<file path="config.mk">
export PLATFORM = sky130hd
export DESIGN_NAME = alu_arbiter
export DESIGN_NICKNAME = d
export VERILOG_FILES = /design/src/rtl/alu_arbiter.sv
export SDC_FILE = /design/constraint.sdc
export NUM_CORES = 1
export LEC_CHECK = 0
export CAP_MARGIN = 20
export CORE_AREA = 4 4 159 161
export CTS_CLUSTER_DIAMETER = 120
export DETAILED_ROUTE_END_ITERATION = 16
export DIE_AREA = 0 0 163 165
export GPL_TIMING_DRIVEN = 0
export PLACE_DENSITY = 0.69
export SYNTH_ARGS = -nofsm -noshare
export SYNTH_HDL_FRONTEND = slang
export SYNTH_SLANG_ARGS = --single-unit
</file>
<file path="constraint.sdc">
create_clock -name clk -period 2.5 [get_ports clk]
set_input_delay 0.5 -clock clk [delete_from_list [all_inputs] [get_ports clk]]
set_output_delay 0.5 -clock clk [all_outputs]
set_load 0.02 [all_outputs]
</file>
<file path="src/rtl/alu_arbiter.sv">
// Round-robin arbiter that time-multiplexes one combinational ALU between NUM_REQ
// requesters and queues each result, tagged with its requester id, in a small FIFO.
module alu_arbiter #(
    parameter int  NUM_REQ   = 4,
    parameter int  RSP_DEPTH = 2,
    localparam int ID_W      = $clog2(NUM_REQ)
) (
    input  logic                    clk,
    input  logic                    rst_n,
    input  logic [NUM_REQ-1:0]      req_valid,
    output logic [NUM_REQ-1:0]      req_ready,
    input  logic [NUM_REQ*4-1:0]    req_op,
    input  logic [NUM_REQ*32-1:0]   req_a,
    input  logic [NUM_REQ*32-1:0]   req_b,
    output logic [3:0]              alu_op,
    output logic [31:0]             alu_a,
    output logic [31:0]             alu_b,
    input  logic [31:0]             alu_result,
    input  logic                    alu_zero,
    output logic                    rsp_valid,
    input  logic                    rsp_ready,
    output logic [ID_W-1:0]         rsp_id,
    output logic [31:0]             rsp_result,
    output logic                    rsp_zero
);
    localparam int PTR_W = (RSP_DEPTH > 1) ? $clog2(RSP_DEPTH) : 1;
    localparam int CNT_W = $clog2(RSP_DEPTH + 1);

    logic [3:0]       op_arr [NUM_REQ];
    logic [31:0]      a_arr  [NUM_REQ];
    logic [31:0]      b_arr  [NUM_REQ];

    logic [ID_W-1:0]  rr_ptr;
    logic [ID_W-1:0]  winner;
    logic [ID_W-1:0]  cand;
    logic             have_winner;
    logic             can_accept;
    logic             push;
    logic             pop;

    logic [PTR_W-1:0] wr_ptr;
    logic [PTR_W-1:0] rd_ptr;
    logic [CNT_W-1:0] count;
    logic [ID_W-1:0]  mem_id     [RSP_DEPTH];
    logic [31:0]      mem_result [RSP_DEPTH];
    logic             mem_zero   [RSP_DEPTH];

    for (genvar i = 0; i < NUM_REQ; i++) begin : g_unpack
        assign op_arr[i] = req_op[4*i +: 4];
        assign a_arr[i]  = req_a[32*i +: 32];
        assign b_arr[i]  = req_b[32*i +: 32];
    end

    // A slot freed by this cycle's pop is deliberately not reused until the next cycle.
    assign can_accept = (count != CNT_W'(RSP_DEPTH));

    // Scan from the farthest candidate back toward rr_ptr so the nearest valid one wins.
    always_comb begin
        have_winner = 1'b0;
        winner      = '0;
        cand        = '0;
        for (int k = NUM_REQ - 1; k >= 0; k--) begin
            cand = ID_W'((int'(rr_ptr) + k) % NUM_REQ);
            if (req_valid[cand]) begin
                have_winner = 1'b1;
                winner      = cand;
            end
        end
    end

    always_comb begin
        req_ready = '0;
        if (have_winner && rst_n)
            req_ready[winner] = can_accept;
    end

    always_comb begin
        alu_op = 4'b0000;
        alu_a  = '0;
        alu_b  = '0;
        if (have_winner) begin
            alu_op = op_arr[winner];
            alu_a  = a_arr[winner];
            alu_b  = b_arr[winner];
        end
    end

    assign push      = |(req_valid & req_ready);
    assign rsp_valid = (count != '0);
    assign pop       = rsp_valid && rsp_ready;

    // Head of the FIFO comes straight from storage, isolating rsp_* from the request side.
    assign rsp_id     = mem_id[rd_ptr];
    assign rsp_result = mem_result[rd_ptr];
    assign rsp_zero   = mem_zero[rd_ptr];

    always_ff @(posedge clk or negedge rst_n) begin
        if (!rst_n) begin
            rr_ptr <= '0;
            wr_ptr <= '0;
            rd_ptr <= '0;
            count  <= '0;
            for (int i = 0; i < RSP_DEPTH; i++) begin
                mem_id[i]     <= '0;
                mem_result[i] <= '0;
                mem_zero[i]   <= 1'b0;
            end
        end else begin
            if (push) begin
                mem_id[wr_ptr]     <= winner;
                mem_result[wr_ptr] <= alu_result;
                mem_zero[wr_ptr]   <= alu_zero;
                wr_ptr <= (wr_ptr == PTR_W'(RSP_DEPTH - 1)) ? '0 : wr_ptr + PTR_W'(1);
                rr_ptr <= (winner == ID_W'(NUM_REQ - 1)) ? '0 : winner + ID_W'(1);
            end
            if (pop)
                rd_ptr <= (rd_ptr == PTR_W'(RSP_DEPTH - 1)) ? '0 : rd_ptr + PTR_W'(1);
            if (push && !pop)
                count <= count + CNT_W'(1);
            else if (pop && !push)
                count <= count - CNT_W'(1);
        end
    end
endmodule

</file>
# Word level (Yosys, flattened, before mapping)
# Cells that the tools add are included.
# totals
register_bits	76
inputBits	312
out_inout_bits	108
elab_cells	100
# op_classes
add_sub_neg	8
magnitude_cmp	10
n_eq_ne	2
muxes	54
bitwise	5
reduce_logical	11
# op_table
cell	count
32-bit 2-to-1 mux	10
32-bit binary-select mux with 2-bit select	2
64-bit bitwise mux	1
32-bit demux with 1-bit select	1
2-bit 2-to-1 mux	11
4-bit 2-to-1 mux	4
2-bit by 3-bit less-than comparator with 1-bit output (second input constant)	5
1-bit 2-to-1 mux	15
4-bit bitwise AND	2
1-bit binary-select mux with 2-bit select	4
4-bit binary-select mux with 2-bit select	1
2-bit by 1-bit adder with 2-bit output (second input constant)	3
1-bit logical AND	6
2-bit adder (second input constant)	2
4-bit bitwise mux	1
2-bit >= comparator (second input constant)	2
1-bit NOT with 2-bit output	2
2-bit nonzero test	2
4-bit OR reduction	1
3-bit >= comparator (second input constant)	1
2-bit NOT with 3-bit output	1
1-bit adder (second input constant)	2
2-bit bitwise mux	1
1-bit demux with 2-bit select	1
8 further kinds	9

# Logic depth before layout (Yosys ltp)
# Gate-level depths: netlist (run 1).
# depth
word_depth	19
ltp_mapped	13
mapped_depth_nobuf	11

# Least setup slack after synthesis (run 1)
# OpenSTA, ideal clock, no wires.
# synth_timing
kind	input port to flip-flop
from	input req_valid[1]
to	register mem_result[32] in the netlist's numbering
arrival_time_ns	2.589
required_time_ns	2.375
setup_slack_ns	-0.213
cell_stages	10
path_buffers	3
path_cell_list	nor3b_1 a211oi_2 nor2_4 buf_4 buf_2 ha_1 nand2_1 a31oi_4 buf_2 mux2_2
# synth_via
elab_chain_cells	14
word_cells_on_any_way	26
cone_classes	order compare (2); mux (19); bitwise (2); reduce/logical (3)
# synth_rtl
item	line_no	source
from (decl)	10	input logic [NUM_REQ-1:0] req_valid,
1-bit binary-select mux with 2-bit select	64	if (req_valid[cand]) begin
1-bit 2-to-1 mux (implied by the code)	64	
2-bit 2-to-1 mux (4 in series)	64	
2-bit by 3-bit less-than comparator with 1-bit output (implied by the code) / 2-bit by 1-bit >= comparator with 1-bit output (equally long branches)	74	req_ready[winner] = can_accept;
1-bit logical AND (implied by the code)	74	
1-bit 2-to-1 mux (implied by the code)	74	
1-bit demux with 2-bit select	74	
4-bit bitwise AND (no line)	-	
4-bit 2-to-1 mux	73	if (have_winner && rst_n)
4-bit bitwise AND *	88	assign push = |(req_valid & req_ready);
4-bit OR reduction *	88	
to (signal, indexed assignment)	111	mem_result[wr_ptr] <= alu_result;
to (decl)	45	logic [31:0] mem_result [RSP_DEPTH];
# Every way passes the cells marked *; elsewhere a longest branch is shown, timed or not. The select of a mux whose other input is x is not followed.
# A chain may end at the register's enable or synchronous reset.

# Worst setup path after layout (run 1)
# layout_timing
from	register rr_ptr[0]
to	output alu_b[23]
# layout_via
elab_chain_cells	12
word_cells_on_any_way	24
cone_classes	add/sub (3); mux (20); bitwise (1)
# layout_rtl
item	line_no	source
from (decl)	33	logic [ID_W-1:0] rr_ptr;
from (signal assigned)	114	rr_ptr <= (winner == ID_W'(NUM_REQ - 1)) ? '0 : winner + ID_W'(1);
2-bit adder	63	cand = ID_W'((int'(rr_ptr) + k) % NUM_REQ);
1-bit binary-select mux with 2-bit select	64	
1-bit 2-to-1 mux (implied by the code)	64	
2-bit 2-to-1 mux (4 in series)	64	
2-bit NOT with 3-bit output (implied by the code)	84	alu_b = b_arr[winner];
32-bit binary-select mux with 2-bit select	84	
32-bit 2-to-1 mux (implied by the code) (2 in series)	84	
32-bit 2-to-1 mux *	81	if (have_winner) begin
to (decl)	17	output logic [31:0] alu_b,
# Marks and branches as above.

==> out/qor.log, run 1 <==
qor: floorplanning.core.rowCount 57
qor: yosys.post_synthesis_sequential_area_ratio 0.348
qor: routing.vias_per_cell 4.67
qor: yosys.synthesis.instances 478
qor: sta.final_period_minus_worst_setup_slack 2.74 ns
qor: cts.cts-root-buf sky130_fd_sc_hd__clkbuf_16
qor: yosys.synth_area 0.00546 mm2
qor: worst_setup_path.setup.worst_path.class reg -> out
qor: yosys.yosysWarningCount 0
qor: yosys.yosys-top-cells-area sky130_fd_sc_hd__dfrtp_1 35%, sky130_fd_sc_hd__mux2i_1 25%, sky130_fd_sc_hd__mux2_2 15%
qor: sta.hold_violations 0
qor: grt.grt_max_degree 55
qor: cells_and_area.layout.nets 1250
qor: routing.detailedRoute.firstPassIterationCount 4
qor: grt.globalRouteOverflowTotal 0
qor: sta.skew 0.00457 ns
qor: worst_setup_path.worst-endpoint-arrival 2.24 ns
qor: yosys.ys_types 34
qor: yosys.postSynthNetCount 792
qor: cts.holdBufCountCts 0
qor: routing.number_of_remaining_drc_errors 0
qor: grt.grt_first_pass_wirelength 39700 um
qor: pwr.power.density 1150 mW/mm2
qor: worst_setup_path.reg2reg_slack -0.05 ns
qor: cts.clk-insertion-delay-late 0.33 ns
qor: pwr.peakVddDrop 0.490 mV
qor: floorplanning.fp.dieW 163 um
qor: yosys.yosys.area.top_type_share 0.348
qor: routing.drt.antenna.violating_nets 0
qor: sta.grt_setup_unrepaired true
qor: status.violations_in_the_final_reports setup timing
qor: grt.grtUsageTotal 0.201
qor: cells_and_area.flow.area_growth_from_synthesis 108%
qor: cts.tritoncts_sink_count 76
qor: floorplanning.floorplan.io_pins 420
qor: sta.final_critical_path_setup_slack -0.239 ns
qor: place.io_buf_count 419
qor: sta.fin_worst_hold_slack 0.0866 ns
qor: min_path.min_path_type in -> async
qor: yosys.synth.ff_latch_count 76
qor: yosys.syn-mean-instance-area 11.4 um2
qor: floorplanning.die-height 165 um
qor: cells_and_area.post_route_cells_drive_above_1_share 0.309
qor: grt.first_global_vias 6127
qor: routing.detail_route.wl_per_cell 23.1 um
qor: sta.final_min_period_over_clock_period 1.10
qor: cts.clock_path_buffers 2
qor: worst_setup_path.setup.worst_path.start_class flip-flop
qor: worst_setup_path.crit_fanout 10
qor: cells_and_area.num-fill-cells 2338
qor: cts.path_clk_slew 0.06 ns
qor: sta.report.final.setup_viol 89
qor: place.gpl.final_weighted_congestion 0.821
qor: worst_setup_path.cp.required 2.00 ns
qor: cts.clock_tree_from_tritoncts built
qor: sta.max_clock_freq 365 MHz
qor: yosys.synthDominantAreaCellType sky130_fd_sc_hd__dfrtp_1
qor: floorplanning.die-area 0.0269 mm2
qor: status.run_status finished, violations left
qor: floorplanning.core-area 0.0240 mm2
qor: sta.worst_slew_pin_slew 0.373 ns
qor: routing.route.final.wire_length 29300 um
qor: cts.h-tree-depth 3
qor: floorplanning.initial_util 0.228
qor: cts.cts_buffers 9
qor: cells_and_area.post-route-util 0.475
qor: routing.dr.first_iter.drc_count 309
qor: grt.grt_antenna_before_repair 5
qor: sta.worst_slew_margin_rel 0.751
qor: pwr.leakage 4.69 nW
qor: worst_setup_path.critical_path.endpoint_type output pin
qor: place.dpl.hpwl 23400 um
qor: sta.timing.final.max_slew_violations 0
qor: run.drv_cap 0
qor: routing.route.vias.total 5931
## state kept, by name, summed over array words and instances (netlist names)
name and count:
count 2, mem_id 4, mem_result 64, mem_zero 2
rd_ptr 1, rr_ptr 2, wr_ptr 1
## layout by cell type (no fill, tap or decap), types with 2 or more instances in the layout
| master | count |
|---|---|
| sky130_fd_sc_hd__clkbuf_2 | 7 |
| sky130_fd_sc_hd__nor2_4 | 2 |
| sky130_fd_sc_hd__clkinvlp_4 | 3 |
| sky130_fd_sc_hd__a21oi_1 | 6 |
| sky130_fd_sc_hd__clkbuf_8 | 3 |
| sky130_fd_sc_hd__nand2_4 | 2 |
| sky130_fd_sc_hd__mux2_2 | 71 |
| sky130_fd_sc_hd__xor2_1 | 2 |
| sky130_fd_sc_hd__clkdlybuf4s50_1 | 342 |
| sky130_fd_sc_hd__o22ai_1 | 50 |
| sky130_fd_sc_hd__bufbuf_16 | 3 |
| sky130_fd_sc_hd__xnor2_1 | 2 |
| sky130_fd_sc_hd__buf_12 | 16 |
| sky130_fd_sc_hd__buf_16 | 5 |
| sky130_fd_sc_hd__buf_2 | 15 |
| sky130_fd_sc_hd__clkbuf_4 | 5 |
| sky130_fd_sc_hd__mux2i_4 | 11 |
| sky130_fd_sc_hd__o22a_1 | 4 |
| sky130_fd_sc_hd__o21bai_1 | 2 |
| sky130_fd_sc_hd__dfrtp_1 | 75 |
| sky130_fd_sc_hd__mux2i_1 | 116 |
| sky130_fd_sc_hd__inv_1 | 3 |
| sky130_fd_sc_hd__nor2_1 | 3 |
| sky130_fd_sc_hd__nand4_1 | 2 |
| sky130_fd_sc_hd__o22ai_2 | 20 |
| sky130_fd_sc_hd__diode_2 | 4 |
| sky130_fd_sc_hd__clkbuf_16 | 10 |
| sky130_fd_sc_hd__buf_8 | 5 |
| sky130_fd_sc_hd__nand2_1 | 3 |
| sky130_fd_sc_hd__mux2i_2 | 11 |
| sky130_fd_sc_hd__buf_6 | 32 |
| sky130_fd_sc_hd__buf_4 | 53 |
| sky130_fd_sc_hd__nand2b_1 | 3 |
| sky130_fd_sc_hd__a31oi_4 | 3 |
| sky130_fd_sc_hd__mux2_1 | 31 |
| sky130_fd_sc_hd__nor3_4 | 2 |
## path summary, 6_finish.rpt
kind / to / cells past startpoint / start
setup reg to reg: mem_result[24] / 12 / rr_ptr[1]
max in group asynchronous: rd_ptr / 2 / rst_n
hold / removal: mem_result[15] / 1 / rst_n
min in group clk: mem_result[6] / 1 / mem_result[6]
setup / recovery: alu_b[23] / 9 / rr_ptr[0]
hold reg to reg: mem_result[6] / 1 / mem_result[6]
## critical path: stages, from the launching register on
cell	delay (ns)
sky130_fd_sc_hd__dfrtp_1	0.40
sky130_fd_sc_hd__nor3b_2	0.17
sky130_fd_sc_hd__a211oi_2	0.30
sky130_fd_sc_hd__nor2_4	0.08
sky130_fd_sc_hd__buf_12	0.16
sky130_fd_sc_hd__buf_12	0.15
sky130_fd_sc_hd__buf_12	0.15
sky130_fd_sc_hd__mux2i_4	0.18
sky130_fd_sc_hd__o22ai_2	0.17
sky130_fd_sc_hd__buf_6	0.15
## synthesized netlist by cell type
| master | n |
|---|---|
| sky130_fd_sc_hd__inv_2 | 1 |
| sky130_fd_sc_hd__a21oi_1 | 6 |
| sky130_fd_sc_hd__nand2_2 | 1 |
| sky130_fd_sc_hd__inv_1 | 3 |
| sky130_fd_sc_hd__mux2_1 | 31 |
| sky130_fd_sc_hd__o22ai_1 | 70 |
| sky130_fd_sc_hd__clkbuf_1 | 16 |
| sky130_fd_sc_hd__a31oi_1 | 1 |
| sky130_fd_sc_hd__or2_2 | 1 |
| sky130_fd_sc_hd__mux2_2 | 71 |
| sky130_fd_sc_hd__o21bai_1 | 2 |
| sky130_fd_sc_hd__a32oi_1 | 1 |
| sky130_fd_sc_hd__nand3_1 | 1 |
| sky130_fd_sc_hd__nand2b_1 | 3 |
| sky130_fd_sc_hd__nor4_1 | 1 |
| sky130_fd_sc_hd__nand4_1 | 2 |
| sky130_fd_sc_hd__buf_6 | 5 |
| sky130_fd_sc_hd__buf_4 | 10 |
| sky130_fd_sc_hd__buf_2 | 9 |
| sky130_fd_sc_hd__nor2_1 | 5 |
| sky130_fd_sc_hd__xor2_1 | 2 |
| sky130_fd_sc_hd__nand2_1 | 4 |
| sky130_fd_sc_hd__xnor2_1 | 2 |
| sky130_fd_sc_hd__nor2_4 | 1 |
| sky130_fd_sc_hd__ha_1 | 2 |
| sky130_fd_sc_hd__dfrtp_1 | 76 |
| sky130_fd_sc_hd__nor3b_1 | 1 |
| sky130_fd_sc_hd__buf_1 | 2 |
| sky130_fd_sc_hd__o22a_1 | 4 |
| sky130_fd_sc_hd__a31oi_4 | 2 |
| sky130_fd_sc_hd__mux2i_1 | 138 |
| sky130_fd_sc_hd__a211oi_2 | 1 |
| sky130_fd_sc_hd__a21o_1 | 1 |
| sky130_fd_sc_hd__nor3_1 | 2 |
## layer usage
metal,vias up,share of wire,track usage
met5,-,0,0
met4,0,0.012,0.0377
met3,22,0.096,0.0699
met2,263,0.48,0.325
met1,2869,0.41,0.262
li1,2777,-,-
## final cells by class
| class | count | area, um2 | area share |
|---|---|---|---|
| repair buffers | 450 | 4530 | 0.398 |
| diodes | 4 | 10.0 | 0.000879 |
| clock buffers | 11 | 243 | 0.0213 |
| clock inverters | 5 | 61.3 | 0.00538 |
| plain buffers | 39 | 510 | 0.0448 |
| inverters | 4 | 17.5 | 0.00154 |
| multi-input cells | 356 | 3700 | 0.325 |
| well taps | 324 | 405 | 0.0356 |
| flip-flops and latches | 76 | 1900 | 0.167 |
## cell families after synthesis
kind of cell,share of synthesized area
simple gates,0.0215
mux,0.463
xor+xnor,0.00641
buf+inv,0.0474
compound gates,0.109
fa+ha+maj,0.00458
flops,0.348
## repair_timing
action | CTS | global route
buffers inserted | 19 | 3
cloned | 8 | 1
pin swaps | 10 | 34
resized for setup | 461 | 103
setup endpoints to repair | 177 | 150
## where the power goes
part | leakage [nW] | switching [mW] | internal, mW
Clock | 0.138 | 0.494 | 0.801
Combinational | 3.66 | 4.59 | 4.99
Sequential | 0.896 | 0.300 | 1.87
Total | 4.69 | 5.39 | 7.67
## stage by stage
| step | TNS, ns | setup WS [ns] | std cells | total power, mW | area, um2 |
|---|---|---|---|---|---|
| 6_report | -12.67 | -0.239 | 1269 | 13.1 | 11400 |
| 5_1_grt | -24.30 | -0.339 | 1268 | 13.8 | 11400 |
| 4_1_cts | -22.76 | -0.333 | 1264 | 12.7 | 11000 |
| 3_5_place_dp | -163.65 | -1.80 | 1222 | 10.5 | 10100 |
| 3_3_place_gp | -489.06 | -3.77 | 1221 | 10.5 | 10100 |
| 2_1_floorplan | 0 | 0.0122 | 478 | 6.85 | 5500 |
Power figures use the tool's default switching activity.
==> run 2: changes to the inputs <==
- CORE_AREA: 4 4 159 161 -> 4 4 161 163
- DIE_AREA: 0 0 163 165 -> 0 0 165 167
- DONT_BUFFER_PORTS: not set -> 1
- PLACE_DENSITY: 0.69 -> 0.44
==> out/qor.log, run 2 (same netlist as run 1, synthesis figures left out) <==
qor: cts.h-tree-depth 3 [unchanged]
qor: run.drv_cap 0 [unchanged]
qor: min_path.min_path_type in -> async
qor: cells_and_area.flow.area_growth_from_synthesis 47.1%
qor: worst_setup_path.crit_fanout 11 [+1]
qor: cells_and_area.post-route-util 0.331 [-0.145]
qor: worst_setup_path.worst-endpoint-arrival 2.32 ns [+0.08 ns]
qor: status.run_status finished, violations left
qor: routing.drt.antenna.violating_nets 0 [unchanged]
qor: routing.vias_per_cell 5.33 [+14%]
qor: sta.timing.final.max_slew_violations 0 [unchanged]
qor: cells_and_area.post_route_cells_drive_above_1_share 0.574 [+0.265]
qor: cts.clk-insertion-delay-late 0.33 ns [about the same]
qor: sta.grt_setup_unrepaired true
qor: worst_setup_path.critical_path.endpoint_type output pin
qor: cts.tritoncts_sink_count 76 [unchanged]
qor: routing.detailedRoute.firstPassIterationCount 4 [unchanged]
qor: cells_and_area.registers.top_by_ff_count mem_result
qor: sta.fin_worst_hold_slack 0.0663 ns [-0.0203 ns]
qor: sta.report.final.setup_viol 140 [+57%]
qor: floorplanning.initial_util 0.225 [-0.00334]
qor: sta.max_clock_freq 355 MHz [-2.8%]
qor: place.io_buf_count 0 [-100%]
qor: cells_and_area.largest_register_ffs 64 [unchanged]
qor: cts.clock_path_buffers 2 [unchanged]
qor: grt.grt_max_degree 77 [+40%]
qor: cts.cts-root-buf sky130_fd_sc_hd__clkbuf_16
qor: grt.grt_first_pass_wirelength 36600 um [-8.0%]
qor: sta.worst_slew_margin_rel 0.638 [-0.113]
qor: cells_and_area.layout.nets 828 [-34%]
qor: pwr.leakage 2.98 nW [-37%]
qor: cts.cts_buffers 9 [unchanged]
qor: cts.clock_tree_from_tritoncts built
qor: pwr.power.density 1460 mW/mm2 [+27%]
qor: floorplanning.core.rowCount 57 [unchanged]
qor: sta.final_period_minus_worst_setup_slack 2.82 ns [+0.0786 ns]
qor: routing.number_of_remaining_drc_errors 0 [unchanged]
qor: sta.worst_slew_pin_slew 0.543 ns [+0.169 ns]
qor: pwr.power 11.7 mW [-10%]
qor: cts.path_clk_slew 0.06 ns [about the same]
qor: grt.globalRouteOverflowTotal 0 [unchanged]
qor: floorplanning.floorplan.io_pins 420 [unchanged]
qor: routing.dr.first_iter.drc_count 206 [-33%]
qor: sta.final_min_period_over_clock_period 1.13 [+0.0315]
qor: floorplanning.core-area 0.0243 mm2 [+1.5%]
qor: routing.route.vias.total 4527 [-24%]
qor: worst_setup_path.setup.worst_path.start_class flip-flop
qor: status.violations_in_the_final_reports setup timing
qor: routing.detail_route.wl_per_cell 32.6 um [+41%]
qor: worst_setup_path.cp.required 2.00 ns [about the same]
qor: place.gpl.final_weighted_congestion 1.01 [+23%]
qor: cells_and_area.final_common_cell sky130_fd_sc_hd__mux2i_1
qor: floorplanning.die-area 0.0276 mm2 [+2.5%]
qor: grt.first_global_vias 4955 [-19%]
qor: place.dp_worst_setup_slack -0.978 ns [+0.825 ns]
qor: routing.route.final.wire_length 27700 um [-5.4%]
qor: sta.skew 0.00462 ns [+0.0000471 ns]
qor: floorplanning.die-height 167 um [+1.2%]
qor: worst_setup_path.setup.worst_path.class reg -> out
qor: sta.final_critical_path_setup_slack -0.318 ns [-0.0786 ns]
qor: cells_and_area.layout_top_registers mem_result (64), mem_id (4)
qor: place.dpl.hpwl 22200 um [-4.8%]
qor: floorplanning.fp.dieW 165 um [+1.2%]
qor: grt.grtUsageTotal 0.184 [-0.0164]
qor: pwr.peakVddDrop 0.598 mV [+22%]
qor: grt.grt_antenna_before_repair 11 [+6]
qor: sta.hold_violations 0 [unchanged]
qor: cells_and_area.final_cell_mix 77 x sky130_fd_sc_hd__mux2i_1, 76 x sky130_fd_sc_hd__dfrtp_1, 71 x sky130_fd_sc_hd__mux2_2
## run 2: cell count changes in the layout (fill, tap and decap cells not counted), moves of 16 or more
cell                              before  now
sky130_fd_sc_hd__o22ai_4               0   35
sky130_fd_sc_hd__o22ai_1              50    2
sky130_fd_sc_hd__mux2i_1             116   77
sky130_fd_sc_hd__buf_6                32   11
sky130_fd_sc_hd__mux2i_2              11   27
sky130_fd_sc_hd__clkdlybuf4s50_1     342    0
sky130_fd_sc_hd__buf_4                53   19
sky130_fd_sc_hd__mux2i_4              11   34
## run 2: path summary, 6_finish.rpt
kind | start | slack [ns] | endpoint | cells after the start
worst min-delay path | rst_n | 0.07 | mem_result[50] | 1
max in group asynchronous | rst_n | 2.14 | mem_result[33] | 1
worst min register to register | mem_result[31] | 0.48 | mem_result[31] | 1
worst max-delay path | rr_ptr[1] | -0.32 | alu_a[10] | 9
min in group clk | alu_result[16] | 0.30 | mem_result[16] | 1
worst max register to register | rr_ptr[1] | -0.22 | count[1] | 13
## run 2: critical path, stage by stage, from the launching register on
cell and delay, ns:
sky130_fd_sc_hd__dfrtp_1 0.37, sky130_fd_sc_hd__buf_6 0.14, sky130_fd_sc_hd__nor3b_4 0.21, sky130_fd_sc_hd__a211oi_4 0.07, sky130_fd_sc_hd__nor2_4 0.15, sky130_fd_sc_hd__buf_12 0.15, sky130_fd_sc_hd__buf_12 0.14, sky130_fd_sc_hd__buf_6 0.23
sky130_fd_sc_hd__mux2i_4 0.34, sky130_fd_sc_hd__o22ai_4 0.17
## run 2: routing by layer
metal | up-vias | routed length [um] | global-route usage
li1 | 1930 | - | -
met1 | 2258 | 10200 | 0.216
met2 | 286 | 13200 | 0.291
met3 | 45 | 3510 | 0.0989
met4 | 8 | 729 | 0.0535
met5 | - | 43 | 0
## run 2: layout make-up
class                           count  area, um2
Buffer                             42        467
Clock inverter                      7       75.1
Multi-Input combinational cell    356       4600
Sequential cell                    76       1900
Fill cell                        2356      16300
Timing Repair Buffer               25        335
Inverter                            4       15.0
Antenna cell                        6       15.0
Tap cell                          324        405
Clock buffer                        9        225
## run 2: repair_timing
action | CTS | global route
endpoints found under the hold margin | 76 | 0
hold buffers | 1 | 0
cloned | 2 | 3
resized for setup | 190 | 83
pin swaps | 29 | 14
setup endpoints to repair | 171 | 149
setup buffers | 5 | 14
## run 2: power breakdown
part | switching, mW | internal, mW | total (mW)
Combinational | 4.71 | 3.55 | 8.25
Sequential | 0.300 | 1.87 | 2.17
Clock | 0.520 | 0.777 | 1.30
## run 2: metrics by stage
stage / area [um2] / cells / TNS [ns]
after floorplan: 5500 / 478 / 0
after global placement: 5900 / 802 / -53.21
after detailed placement: 5900 / 802 / -60.85
after CTS: 7340 / 826 / -28.83
after global routing: 8030 / 847 / -40.63
final: 8040 / 849 / -25.62
==> run 3: changes to the inputs <==
- GPL_ROUTABILITY_DRIVEN: not set -> 0
==> out/qor.log, run 3 (same netlist as run 1, synthesis figures left out) <==
qor: floorplanning.die-height 167 um [unchanged]
qor: sta.report.final.setup_viol 78 [-44%]
qor: routing.wl_met2 13500 um [+1.9%]
qor: worst_setup_path.worst-endpoint-arrival 2.32 ns [about the same]
qor: sta.final_min_period_over_clock_period 1.13 [about the same]
qor: sta.grt_setup_unrepaired true
qor: worst_setup_path.critical_path.endpoint_type output pin
qor: cells_and_area.final_cell_mix 83 x sky130_fd_sc_hd__mux2i_1, 76 x sky130_fd_sc_hd__dfrtp_1, 68 x sky130_fd_sc_hd__mux2_2
qor: cells_and_area.registers.top_by_ff_count mem_result
qor: sta.setup-tns-final -15.00 ns [+10.63 ns]
qor: cts.clk-insertion-delay-late 0.33 ns [about the same]
qor: cells_and_area.layout_top_registers mem_result (64), mem_id (4)
qor: cts.cts-root-buf sky130_fd_sc_hd__clkbuf_16
qor: grt.grt_antenna_before_repair 12 [+1]
qor: place.dp_worst_setup_slack -0.950 ns [+0.0284 ns]
qor: floorplanning.core-area 0.0243 mm2 [unchanged]
qor: floorplanning.core.rowCount 57 [unchanged]
qor: routing.detail_route.wl_per_cell 32.2 um [-1.2%]
qor: worst_setup_path.setup.worst_path.start_class flip-flop
qor: worst_setup_path.slowest_stage_delay_on_critical_path 0.40 ns [+0.03 ns]
qor: cells_and_area.post_route_cells_drive_above_1_share 0.630 [+0.0559]
qor: sta.max_clock_freq 355 MHz [about the same]
qor: cells_and_area.flow.area_growth_from_synthesis 53.9%
qor: cts.h-tree-depth 3 [unchanged]
qor: worst_setup_path.chain_of_cells_forming_the_critical_path buf_6 -> nor3b_2 -> a211oi_2 -> nor2_4 -> buf_12 -> buf_2 -> mux2i_2 -> o22ai_4
qor: cts.cts_buffers 9 [unchanged]
qor: routing.number_of_remaining_drc_errors 0 [unchanged]
qor: routing.drt.antenna.violating_nets 0 [unchanged]
qor: grt.first_global_vias 5082 [+2.6%]
qor: grt.grt_first_pass_wirelength 37000 um [+1.2%]
qor: routing.detailedRoute.firstPassIterationCount 5 [+1]
qor: cells_and_area.post-route-util 0.346 [+0.0153]
qor: floorplanning.die-area 0.0276 mm2 [unchanged]
qor: floorplanning.floorplan.io_pins 420 [unchanged]
qor: cells_and_area.final_common_cell sky130_fd_sc_hd__mux2i_1
qor: worst_setup_path.critPathLaunch rr_ptr[1]
qor: sta.final_critical_path_setup_slack -0.316 ns [+0.00159 ns]
qor: cts.clock_path_buffers 2 [unchanged]
qor: routing.route.final.wire_length 28100 um [+1.3%]
qor: sta.worst_slew_pin_slew 0.619 ns [+0.0762 ns]
qor: sta.final_period_minus_worst_setup_slack 2.82 ns [-0.00159 ns]
qor: run.drv_cap 0 [unchanged]
qor: routing.route.vias.total 4640 [+2.5%]
qor: cts.tritoncts_sink_count 76 [unchanged]
qor: place.io_buf_count 0 [unchanged]
qor: routing.vias_per_cell 5.33 [about the same]
qor: worst_setup_path.cp.required 2.00 ns [about the same]
qor: cts.clock_tree_from_tritoncts built
qor: cells_and_area.num-fill-cells 2354 [-0.085%]
qor: grt.globalRouteOverflowTotal 0 [unchanged]
qor: worst_setup_path.critical-path-slowest-cell sky130_fd_sc_hd__mux2i_2
qor: routing.topRoutingLayerUsed met5
qor: worst_setup_path.setup.worst_path.class reg -> out
qor: routing.dr.first_iter.drc_count 318 [+54%]
qor: status.run_status finished, violations left
qor: sta.timing.final.max_slew_violations 0 [unchanged]
qor: worst_setup_path.crit_fanout 10 [-1]
qor: pwr.leakage 3.21 nW [+7.9%]
qor: pwr.peakVddDrop 0.585 mV [-2.2%]
qor: sta.hold_violations 0 [unchanged]
qor: sta.worst_slew_margin_rel 0.586 [-0.0520]
qor: sta.skew 0.00599 ns [+0.00137 ns]
qor: worst_setup_path.rr_startpoint rr_ptr[1]
qor: place.dpl.hpwl 22200 um [about the same]
qor: pwr.power.density 1490 mW/mm2 [+2.4%]
qor: min_path.min_path_type in -> async
qor: cells_and_area.layout.nets 847 [+2.3%]
qor: cells_and_area.largest_register_ffs 64 [unchanged]
qor: routing.wirelength_met1 10400 um [+1.7%]
qor: floorplanning.fp.dieW 165 um [unchanged]
qor: cts.path_clk_slew 0.06 ns [about the same]
qor: floorplanning.initial_util 0.225 [unchanged]
qor: status.violations_in_the_final_reports setup timing
qor: grt.grtUsageTotal 0.187 [+0.00260]
qor: grt.grt_max_degree 77 [unchanged]
qor: routing.met3RoutedLength 3580 um [+1.8%]
## run 3: cell types whose count changed in the layout (fill, tap and decap cells not counted), moves of 3 or more
cell and change:
sky130_fd_sc_hd__buf_12 +13, sky130_fd_sc_hd__buf_4 +10, sky130_fd_sc_hd__buf_6 +4, sky130_fd_sc_hd__diode_2 +3
sky130_fd_sc_hd__mux2_1 -23, sky130_fd_sc_hd__mux2_2 -3, sky130_fd_sc_hd__mux2_4 +26, sky130_fd_sc_hd__mux2i_1 +6
sky130_fd_sc_hd__mux2i_4 -6
## run 3: timing repair
action                                  4_1_cts  5_1_grt
hold endpoints to repair                     76        0
gates cloned                                  5        1
buffers inserted                             28       10
pin swaps                                    40       32
hold buffers                                  1        0
endpoints found under the setup margin      171      139
gates resized for setup                     248       85
## run 3: critical path: cells and delay by family, from the launching register on
kind            cells  cell delay [ns]
compound gates      2             0.26
buf+inv             3             0.63
flops               1             0.37
mux                 1             0.40
simple gates        2             0.32
## run 3: routing by layer
metal / vias up / track usage
met2: 290 / 0.297
met5: - / 0
met4: 4 / 0.0535
met1: 2336 / 0.216
li1: 1976 / -
met3: 34 / 0.103
## run 3: where the power goes
part / internal (mW) / switching [mW] / leakage [nW]
clock: 0.982 / 0.517 / 0.163
combinational: 4.02 / 4.86 / 2.16
sequential: 1.87 / 0.311 / 0.897
total: 6.88 / 5.69 / 3.21
## run 3: final cells by class
type | instances | area, um2 | area share
sequential | 76 | 1900 | 0.226
inverter | 4 | 17.5 | 0.00208
antenna | 9 | 22.5 | 0.00268
tap | 324 | 405 | 0.0482
timing repair buffer | 45 | 509 | 0.0605
clock inverter | 7 | 123 | 0.0146
multi-input combinational | 356 | 4650 | 0.553
clock buffer | 9 | 225 | 0.0268
buffer | 41 | 552 | 0.0656
## run 3: path summary, 6_finish.rpt
| kind | end | slack (ns) | cells after the start |
|---|---|---|---|
| worst max-delay path | alu_a[10] | -0.32 | 8 |
| worst min-delay path | mem_result[16] | 0.06 | 1 |
| worst max register to register | mem_result[16] | -0.01 | 13 |
| worst min register to register | mem_result[18] | 0.49 | 1 |
| max in group asynchronous | mem_result[31] | 2.14 | 1 |
| min in group clk | mem_result[17] | 0.31 | 1 |
## run 3: per-stage QoR
| step | instance area (um2) | instances | hold slack [ns] | power [mW] |
|---|---|---|---|---|
| floorplan | 5500 | 478 | 0.204 | 6.85 |
| global placement | 5900 | 802 | 0.207 | 8.05 |
| detailed placement | 5900 | 802 | 0.207 | 8.17 |
| CTS | 7930 | 852 | 0.0734 | 11.9 |
| global route | 8410 | 870 | 0.0823 | 13.1 |
| finish | 8410 | 871 | 0.0631 | 12.6 |
